===== config.mk =====
export PLATFORM = sky130hd
export DESIGN_NAME = rtc_bcd_counter_flat
export DESIGN_NICKNAME = d
export VERILOG_FILES = /design/src/rtl/rtc_bcd_counter_if.sv /design/src/rtl/rtc_bcd_counter.sv /design/src/flat_wrapper.sv
export SDC_FILE = /design/constraint.sdc
export NUM_CORES = 1
export LEC_CHECK = 0
export CORE_ASPECT_RATIO = 0.5
export CORE_MARGIN = 8
export CORE_UTILIZATION = 36
export DETAILED_ROUTE_END_ITERATION = 12
export HOLD_SLACK_MARGIN = 0.02
export MAX_ROUTING_LAYER = met4
export PLACE_DENSITY = 0.55
export SLEW_MARGIN = 10
export SYNTH_ARGS = -nofsm -noshare
export SYNTH_HDL_FRONTEND = slang
export SYNTH_SLANG_ARGS = --single-unit
export TNS_END_PERCENT = 1

===== constraint.sdc =====
create_clock -name clk -period 5.2 [get_ports clk]
set_input_delay 1.04 -clock clk [delete_from_list [all_inputs] [get_ports clk]]
set_output_delay 1.04 -clock clk [all_outputs]
set_load 0.02 [all_outputs]

===== src/rtl/rtc_bcd_counter_if.sv =====
// Bundles the control and display signals of the BCD real-time clock.
// The master side drives enable and time-load requests.
// The slave side (the counter) returns the time digits and the status pulses.
interface rtc_bcd_counter_if;
    logic        en;
    logic        set_valid;
    logic [23:0] set_time;
    logic        set_err;
    logic [3:0]  hh_t;
    logic [3:0]  hh_u;
    logic [3:0]  mm_t;
    logic [3:0]  mm_u;
    logic [3:0]  ss_t;
    logic [3:0]  ss_u;
    logic        sec_pulse;
    logic        day_wrap;

    modport master (
        output en, set_valid, set_time,
        input  set_err, hh_t, hh_u, mm_t, mm_u, ss_t, ss_u, sec_pulse, day_wrap
    );

    modport slave (
        input  en, set_valid, set_time,
        output set_err, hh_t, hh_u, mm_t, mm_u, ss_t, ss_u, sec_pulse, day_wrap
    );
endinterface


===== src/rtl/rtc_bcd_counter.sv =====
// 24-hour BCD time-of-day counter.
// A prescaler divides clk down to one tick per second.
// Each tick advances the six BCD digits with the usual carries.
// A load request replaces the time when every digit is in range; otherwise it is
// rejected and set_err pulses.
module rtc_bcd_counter #(
    parameter int unsigned TICK_DIV = 50000000
) (
    input  logic               clk,
    input  logic               rst_n,
    rtc_bcd_counter_if.slave   bus
);

    localparam int unsigned     PW     = (TICK_DIV > 1) ? $clog2(TICK_DIV) : 1;
    localparam logic [PW-1:0]   PS_MAX = PW'(TICK_DIV - 1);

    logic [PW-1:0] presc_q;
    logic [3:0]    hh_t_q, hh_u_q, mm_t_q, mm_u_q, ss_t_q, ss_u_q;
    logic          sec_pulse_q, day_wrap_q, set_err_q;

    logic [3:0]    hh_t_n, hh_u_n, mm_t_n, mm_u_n, ss_t_n, ss_u_n;
    logic [3:0]    ld_hh_t, ld_hh_u, ld_mm_t, ld_mm_u, ld_ss_t, ld_ss_u;
    logic          tick;
    logic          load_ok;
    logic          at_day_end;

    assign {ld_hh_t, ld_hh_u, ld_mm_t, ld_mm_u, ld_ss_t, ld_ss_u} = bus.set_time;

    // A pending load blocks the tick; a discarded tick is not deferred to the next cycle.
    assign tick = bus.en && (presc_q == PS_MAX) && !bus.set_valid;

    assign at_day_end = (hh_t_q == 4'd2) && (hh_u_q == 4'd3) &&
                        (mm_t_q == 4'd5) && (mm_u_q == 4'd9) &&
                        (ss_t_q == 4'd5) && (ss_u_q == 4'd9);

    // Accept only time values the display can legally show (00:00:00 .. 23:59:59).
    always_comb begin
        load_ok = (ld_ss_u <= 4'd9) && (ld_ss_t <= 4'd5) &&
                  (ld_mm_u <= 4'd9) && (ld_mm_t <= 4'd5) &&
                  ((ld_hh_t <  4'd2 && ld_hh_u <= 4'd9) ||
                   (ld_hh_t == 4'd2 && ld_hh_u <= 4'd3));
    end

    // Time plus one second, rippling the carry from seconds units up to hours.
    always_comb begin
        hh_t_n = hh_t_q;
        hh_u_n = hh_u_q;
        mm_t_n = mm_t_q;
        mm_u_n = mm_u_q;
        ss_t_n = ss_t_q;
        ss_u_n = ss_u_q;
        if (ss_u_q != 4'd9) begin
            ss_u_n = ss_u_q + 4'd1;
        end else begin
            ss_u_n = 4'd0;
            if (ss_t_q != 4'd5) begin
                ss_t_n = ss_t_q + 4'd1;
            end else begin
                ss_t_n = 4'd0;
                if (mm_u_q != 4'd9) begin
                    mm_u_n = mm_u_q + 4'd1;
                end else begin
                    mm_u_n = 4'd0;
                    if (mm_t_q != 4'd5) begin
                        mm_t_n = mm_t_q + 4'd1;
                    end else begin
                        mm_t_n = 4'd0;
                        if (hh_t_q == 4'd2 && hh_u_q == 4'd3) begin
                            hh_t_n = 4'd0;
                            hh_u_n = 4'd0;
                        end else if (hh_u_q == 4'd9) begin
                            hh_u_n = 4'd0;
                            hh_t_n = hh_t_q + 4'd1;
                        end else begin
                            hh_u_n = hh_u_q + 4'd1;
                        end
                    end
                end
            end
        end
    end

    // Prescaler: clears on a load or a tick, counts while enabled, and holds on a rejected load.
    always_ff @(posedge clk) begin
        if (!rst_n) begin
            presc_q <= '0;
        end else if (bus.set_valid) begin
            if (load_ok) begin
                presc_q <= '0;
            end
        end else if (tick) begin
            presc_q <= '0;
        end else if (bus.en) begin
            presc_q <= presc_q + 1'b1;
        end
    end

    // Time digits: a load has priority over the one-second advance.
    always_ff @(posedge clk) begin
        if (!rst_n) begin
            {hh_t_q, hh_u_q, mm_t_q, mm_u_q, ss_t_q, ss_u_q} <= '0;
        end else if (bus.set_valid && load_ok) begin
            {hh_t_q, hh_u_q, mm_t_q, mm_u_q, ss_t_q, ss_u_q} <= bus.set_time;
        end else if (tick) begin
            {hh_t_q, hh_u_q, mm_t_q, mm_u_q, ss_t_q, ss_u_q} <=
                {hh_t_n, hh_u_n, mm_t_n, mm_u_n, ss_t_n, ss_u_n};
        end
    end

    // Status pulses: registered one cycle after the event that caused them.
    always_ff @(posedge clk) begin
        if (!rst_n) begin
            sec_pulse_q <= 1'b0;
            day_wrap_q  <= 1'b0;
            set_err_q   <= 1'b0;
        end else begin
            sec_pulse_q <= tick;
            day_wrap_q  <= tick && at_day_end;
            set_err_q   <= bus.set_valid && !load_ok;
        end
    end

    assign bus.hh_t      = hh_t_q;
    assign bus.hh_u      = hh_u_q;
    assign bus.mm_t      = mm_t_q;
    assign bus.mm_u      = mm_u_q;
    assign bus.ss_t      = ss_t_q;
    assign bus.ss_u      = ss_u_q;
    assign bus.sec_pulse = sec_pulse_q;
    assign bus.day_wrap  = day_wrap_q;
    assign bus.set_err   = set_err_q;

endmodule


===== src/flat_wrapper.sv =====
// flat-port wrapper written by rule: the top's interface ports become plain ports
module rtc_bcd_counter_flat 
#(
    parameter int unsigned TICK_DIV = 50000000
)
  (clk, rst_n, bus_en, bus_set_valid, bus_set_time, bus_set_err, bus_hh_t, bus_hh_u, bus_mm_t, bus_mm_u, bus_ss_t, bus_ss_u, bus_sec_pulse, bus_day_wrap);
  rtc_bcd_counter_if bus_i ();
  input  logic clk;
  input  logic rst_n;
  input wire logic [$bits(bus_i.en)-1:0] bus_en;
  input wire logic [$bits(bus_i.set_valid)-1:0] bus_set_valid;
  input wire logic [$bits(bus_i.set_time)-1:0] bus_set_time;
  output wire logic [$bits(bus_i.set_err)-1:0] bus_set_err;
  output wire logic [$bits(bus_i.hh_t)-1:0] bus_hh_t;
  output wire logic [$bits(bus_i.hh_u)-1:0] bus_hh_u;
  output wire logic [$bits(bus_i.mm_t)-1:0] bus_mm_t;
  output wire logic [$bits(bus_i.mm_u)-1:0] bus_mm_u;
  output wire logic [$bits(bus_i.ss_t)-1:0] bus_ss_t;
  output wire logic [$bits(bus_i.ss_u)-1:0] bus_ss_u;
  output wire logic [$bits(bus_i.sec_pulse)-1:0] bus_sec_pulse;
  output wire logic [$bits(bus_i.day_wrap)-1:0] bus_day_wrap;
  assign bus_i.en = bus_en;
  assign bus_i.set_valid = bus_set_valid;
  assign bus_i.set_time = bus_set_time;
  assign bus_set_err = bus_i.set_err;
  assign bus_hh_t = bus_i.hh_t;
  assign bus_hh_u = bus_i.hh_u;
  assign bus_mm_t = bus_i.mm_t;
  assign bus_mm_u = bus_i.mm_u;
  assign bus_ss_t = bus_i.ss_t;
  assign bus_ss_u = bus_i.ss_u;
  assign bus_sec_pulse = bus_i.sec_pulse;
  assign bus_day_wrap = bus_i.day_wrap;
  rtc_bcd_counter #(.TICK_DIV(TICK_DIV)) u_core (.clk(clk), .rst_n(rst_n), .bus(bus_i));
endmodule

==> results.py <==
metrics = {
    "layout": {
        "final_common_cell": "clkdlybuf4s50_1",
        "syn_to_final_growth_pct": 27.2,
        "drive_gt1_share_pct": 5.84,
        "register_area_um2": 1060,
        "most-common-layout-cells": "clkdlybuf4s50_1, dfxtp_1, o21ai_0",
        "fin_util_pct": 47.4,
        "final_cell_area_um2": 3820,
        "n_fill_cell": 802,
        "multi_input_area_um2": 1820,
        "layout.nets": 460,
        "stdcell_count": 541,
    },
    "min_path": {
        "worstHoldStart": "u_core.presc_q[22]$_SDFFE_PN0P_",
        "holdPathEnd": "u_core.presc_q[22]$_SDFFE_PN0P_",
        "hp-class": "flip-flop to flip-flop",
        "min_path_cells": 1,
    },
    "route": {
        "via_count": 3115,
        "ant_nets": 0,
        "routed_via_density": 5.76,
        "drc": 0,
        "wirelength_mm": 8.91,
        "wl_per_cell_um": 16.5,
        "drtIter0Drc": 221,
        "drtPass1Iterations": 4,
    },
    "global_route": {
        "antenna_found_initial": 1,
        "grt_max_degree": 28,
        "grt_usage_pct": 15.3,
        "grt_pass1_wl_mm": 14.4,
        "grt_pass1_vias": 2897,
        "grt_overflow": 0,
    },
    "clocking": {
        "cts_setup_buffers": 0,
        "clock-sinks": 53,
        "cts-resized-gates": 0,
        "cts_tree": "done",
        "cts_buffer_depth": 2,
        "ctsHoldBuffers": 0,
        "htree_levels": 2,
        "clock_latency_ps": 300,
        "cts_root_buffer": "clkbuf_16",
        "cts_buffers": 5,
        "path_clk_slew_ps": 70,
    },
    "placement": {
        "hpwlAfterDp_mm": 6.53,
        "gp_congestion": 0.865,
        "placed_cell_area_um2": 3650,
        "dp_cells": 532,
        "io_buffers": 54,
    },
    "synthesis": {
        "ys.flop_type": "dfxtp_1",
        "ys_ff_latch": 53,
        "synth-seq-area-share_pct": 35.3,
        "synth.top_cell.area_share_pct": 35.3,
        "synth_area_leaders": "dfxtp_1, o21ai_0, nand2_1, nor2_1, nand3_1",
        "syn-cell-area_um2": 3000,
        "ys_types": 57,
        "syn-instance-count": 380,
        "async_reset_ff_share_pct": 0,
        "synth_fp_nets": 413,
        "synth-edff-count": 0,
        "synth_area_per_cell_um2": 7.90,
        "synth.largest_area_cell": "dfxtp_1",
        "ys_warn_count": 0,
    },
    "critical_path": {
        "crit_path_max_incr_delay_ps": 690,
        "r2r-end": "u_core.bus.hh_t[1]$_SDFFE_PN0P_",
        "crit_type": "input pin to flip-flop",
        "cpMaxStageDelayCell": "or4_1",
        "cp.required_ps": 5410,
        "worstPathCellList": "clkdlybuf4s50_1 > nor2b_1 > nand4_1 > or4_1 > or3_1 > a311oi_1",
        "reg2reg_slack_ps": 2590,
        "startpoint_type": "input pin",
        "timing.rr.start": "u_core.presc_q[9]$_SDFFE_PN0P_",
        "rr_worst_depth": 6,
        "cp_data_arrival_time_ps": 3670,
        "path_max_fanout": 9,
        "critPathCaptureType": "flip-flop",
    },
    "timing": {
        "skew_ps": 6.51,
        "slew_viol_final": 0,
        "relSlewSlack_pct": 32.2,
        "finalCriticalPeriod_ps": 3460,
        "hold_viol_final": 0,
        "setup_viol": 0,
        "rsz0062_at_grt": "no",
        "fmax_ghz": 0.289,
        "fin_setup_tns_ps": 0,
        "worst_slew_pin_slew_ps": 1000,
        "period_share_pct": 66.6,
    },
    "power_and_ir_drop": {
        "switching_share_pct": 21.2,
        "combPwrFrac_pct": 6.6,
        "clock_power_share_pct": 45.8,
        "cellPowerDensity_nw_per_um2": 225,
        "p_int_uw": 677,
        "peakVddDrop_v": 0.000188,
        "p_leak_uw": 0.00123,
        "pwr-share-seq_pct": 47.6,
        "power.switching_uw": 182,
    },
    "floorplan": {
        "die_w_um": 145,
        "num_rows": 23,
        "die_area_um2": 11700,
        "pin_count": 55,
        "start_util_pct": 37.3,
        "design.core.area_um2": 8060,
        "dieHeight_um": 80.6,
    },
    "job": {
        "timing.max_cap.violations": 0,
    },
    "outcome": {
        "run_status": "complete, no violations",
    },
}
## how the worst max path moves through the flow
stage / from / endpoint / slack, ps
finish: bus_en / u_core.bus.hh_u[3]$_SDFFE_PN0P_ / 1740
global route: bus_set_valid / u_core.bus.hh_t[1]$_SDFFE_PN0P_ / 1460
CTS: bus_en / u_core.bus.hh_u[3]$_SDFFE_PN0P_ / 1770
detailed placement: bus_en / u_core.bus.hh_u[3]$_SDFFE_PN0P_ / 1460
global placement: bus_en / u_core.bus.hh_u[3]$_SDFFE_PN0P_ / 1540
floorplan: bus_en / u_core.bus.hh_u[3]$_SDFFE_PN0P_ / 2440
## power by group through the flow
stage | Sequential [uW] | Combinational (uW) | Clock (uW)
5_1_grt | 409 | 61.4 | 420
3_5_place_dp | 419 | 56.5 | 0
3_3_place_gp | 418 | 56.2 | 0
2_1_floorplan | 419 | 21.6 | 0
6_report | 409 | 56.6 | 394
4_1_cts | 409 | 56.8 | 403
## per-layer routing
layer	part of all wire, %	track usage, %	up-vias	routed length, um
met3	4.4	4.04	9	392
met2	47	25.3	87	4210
met1	47	18.5	1507	4220
met5	0	-	-	0
li1	-	-	1512	-
met4	1.0	3.81	0	91
## critical path: cells and delay by family
kind | cells | cell delay, ps
compound gates | 1 | 250
buf+inv | 1 | 540
simple gates | 4 | 1840
## final cells by class
class	instances	share of cell area (%)
timing repair buffer	61	15.5
inverter	8	0.786
multi-input combinational	298	47.7
clock inverter	1	0.786
clock buffer	7	3.73
antenna	1	0.0655
tap	112	3.67
sequential	53	27.8
## kinds of logic after synthesis
| family | Yosys count | share of synthesized area [%] |
|---|---|---|
| and+or+nand+nor | 168 | 31.0 |
| AOI/OAI and AO/OA | 112 | 23.6 |
| DFF | 53 | 35.3 |
| buffers and inverters | 29 | 4.00 |
| xor gates and xnor gates | 10 | 2.92 |
| adders and majority gates | 5 | 2.08 |
| muxes | 3 | 1.00 |
## cells in the mapped netlist, drive strengths merged, types with 2 or more instances
| master | count |
|---|---|
| a211oi | 4 |
| a21oi | 21 |
| a311oi | 7 |
| a31oi | 8 |
| and2 | 3 |
| and3 | 6 |
| and4 | 5 |
| and4bb | 2 |
| buf | 7 |
| clkbuf | 14 |
| dfxtp | 53 |
| ha | 5 |
| inv | 8 |
| mux2i | 3 |
| nand2 | 36 |
| nand2b | 4 |
| nand3 | 22 |
| nand3b | 3 |
| nand4 | 10 |
| nand4b | 2 |
| nor2 | 35 |
| nor2b | 4 |
| nor3 | 8 |
| nor4 | 6 |
| nor4b | 5 |
| nor4bb | 3 |
| o211ai | 2 |
| o21a | 3 |
| o21ai | 44 |
| o221a | 2 |
| o31ai | 10 |
| or3 | 7 |
| or4 | 3 |
| xnor2 | 7 |
| xor2 | 3 |
## registers in the layout, indices dropped and copies added, names as in the netlist
signal                flops
u_core.presc_q           26
u_core.bus.sec_pulse      1
u_core.bus.set_err        1
u_core.bus.ss_t           4
u_core.bus.hh_t           4
u_core.bus.ss_u           4
u_core.bus.day_wrap       1
u_core.bus.mm_t           4
u_core.bus.hh_u           4
u_core.bus.mm_u           4
## per-stage QoR
| step | hold WS [ps] | total power (uW) | worst slack, ps |
|---|---|---|---|
| after floorplan | 428 | 441 | 2440 |
| after global placement | 464 | 475 | 1540 |
| after detailed placement | 459 | 475 | 1460 |
| after CTS | 469 | 869 | 1770 |
| after global routing | 497 | 891 | 1460 |
| final | 463 | 859 | 1740 |
Power figures use the tool's default switching activity.
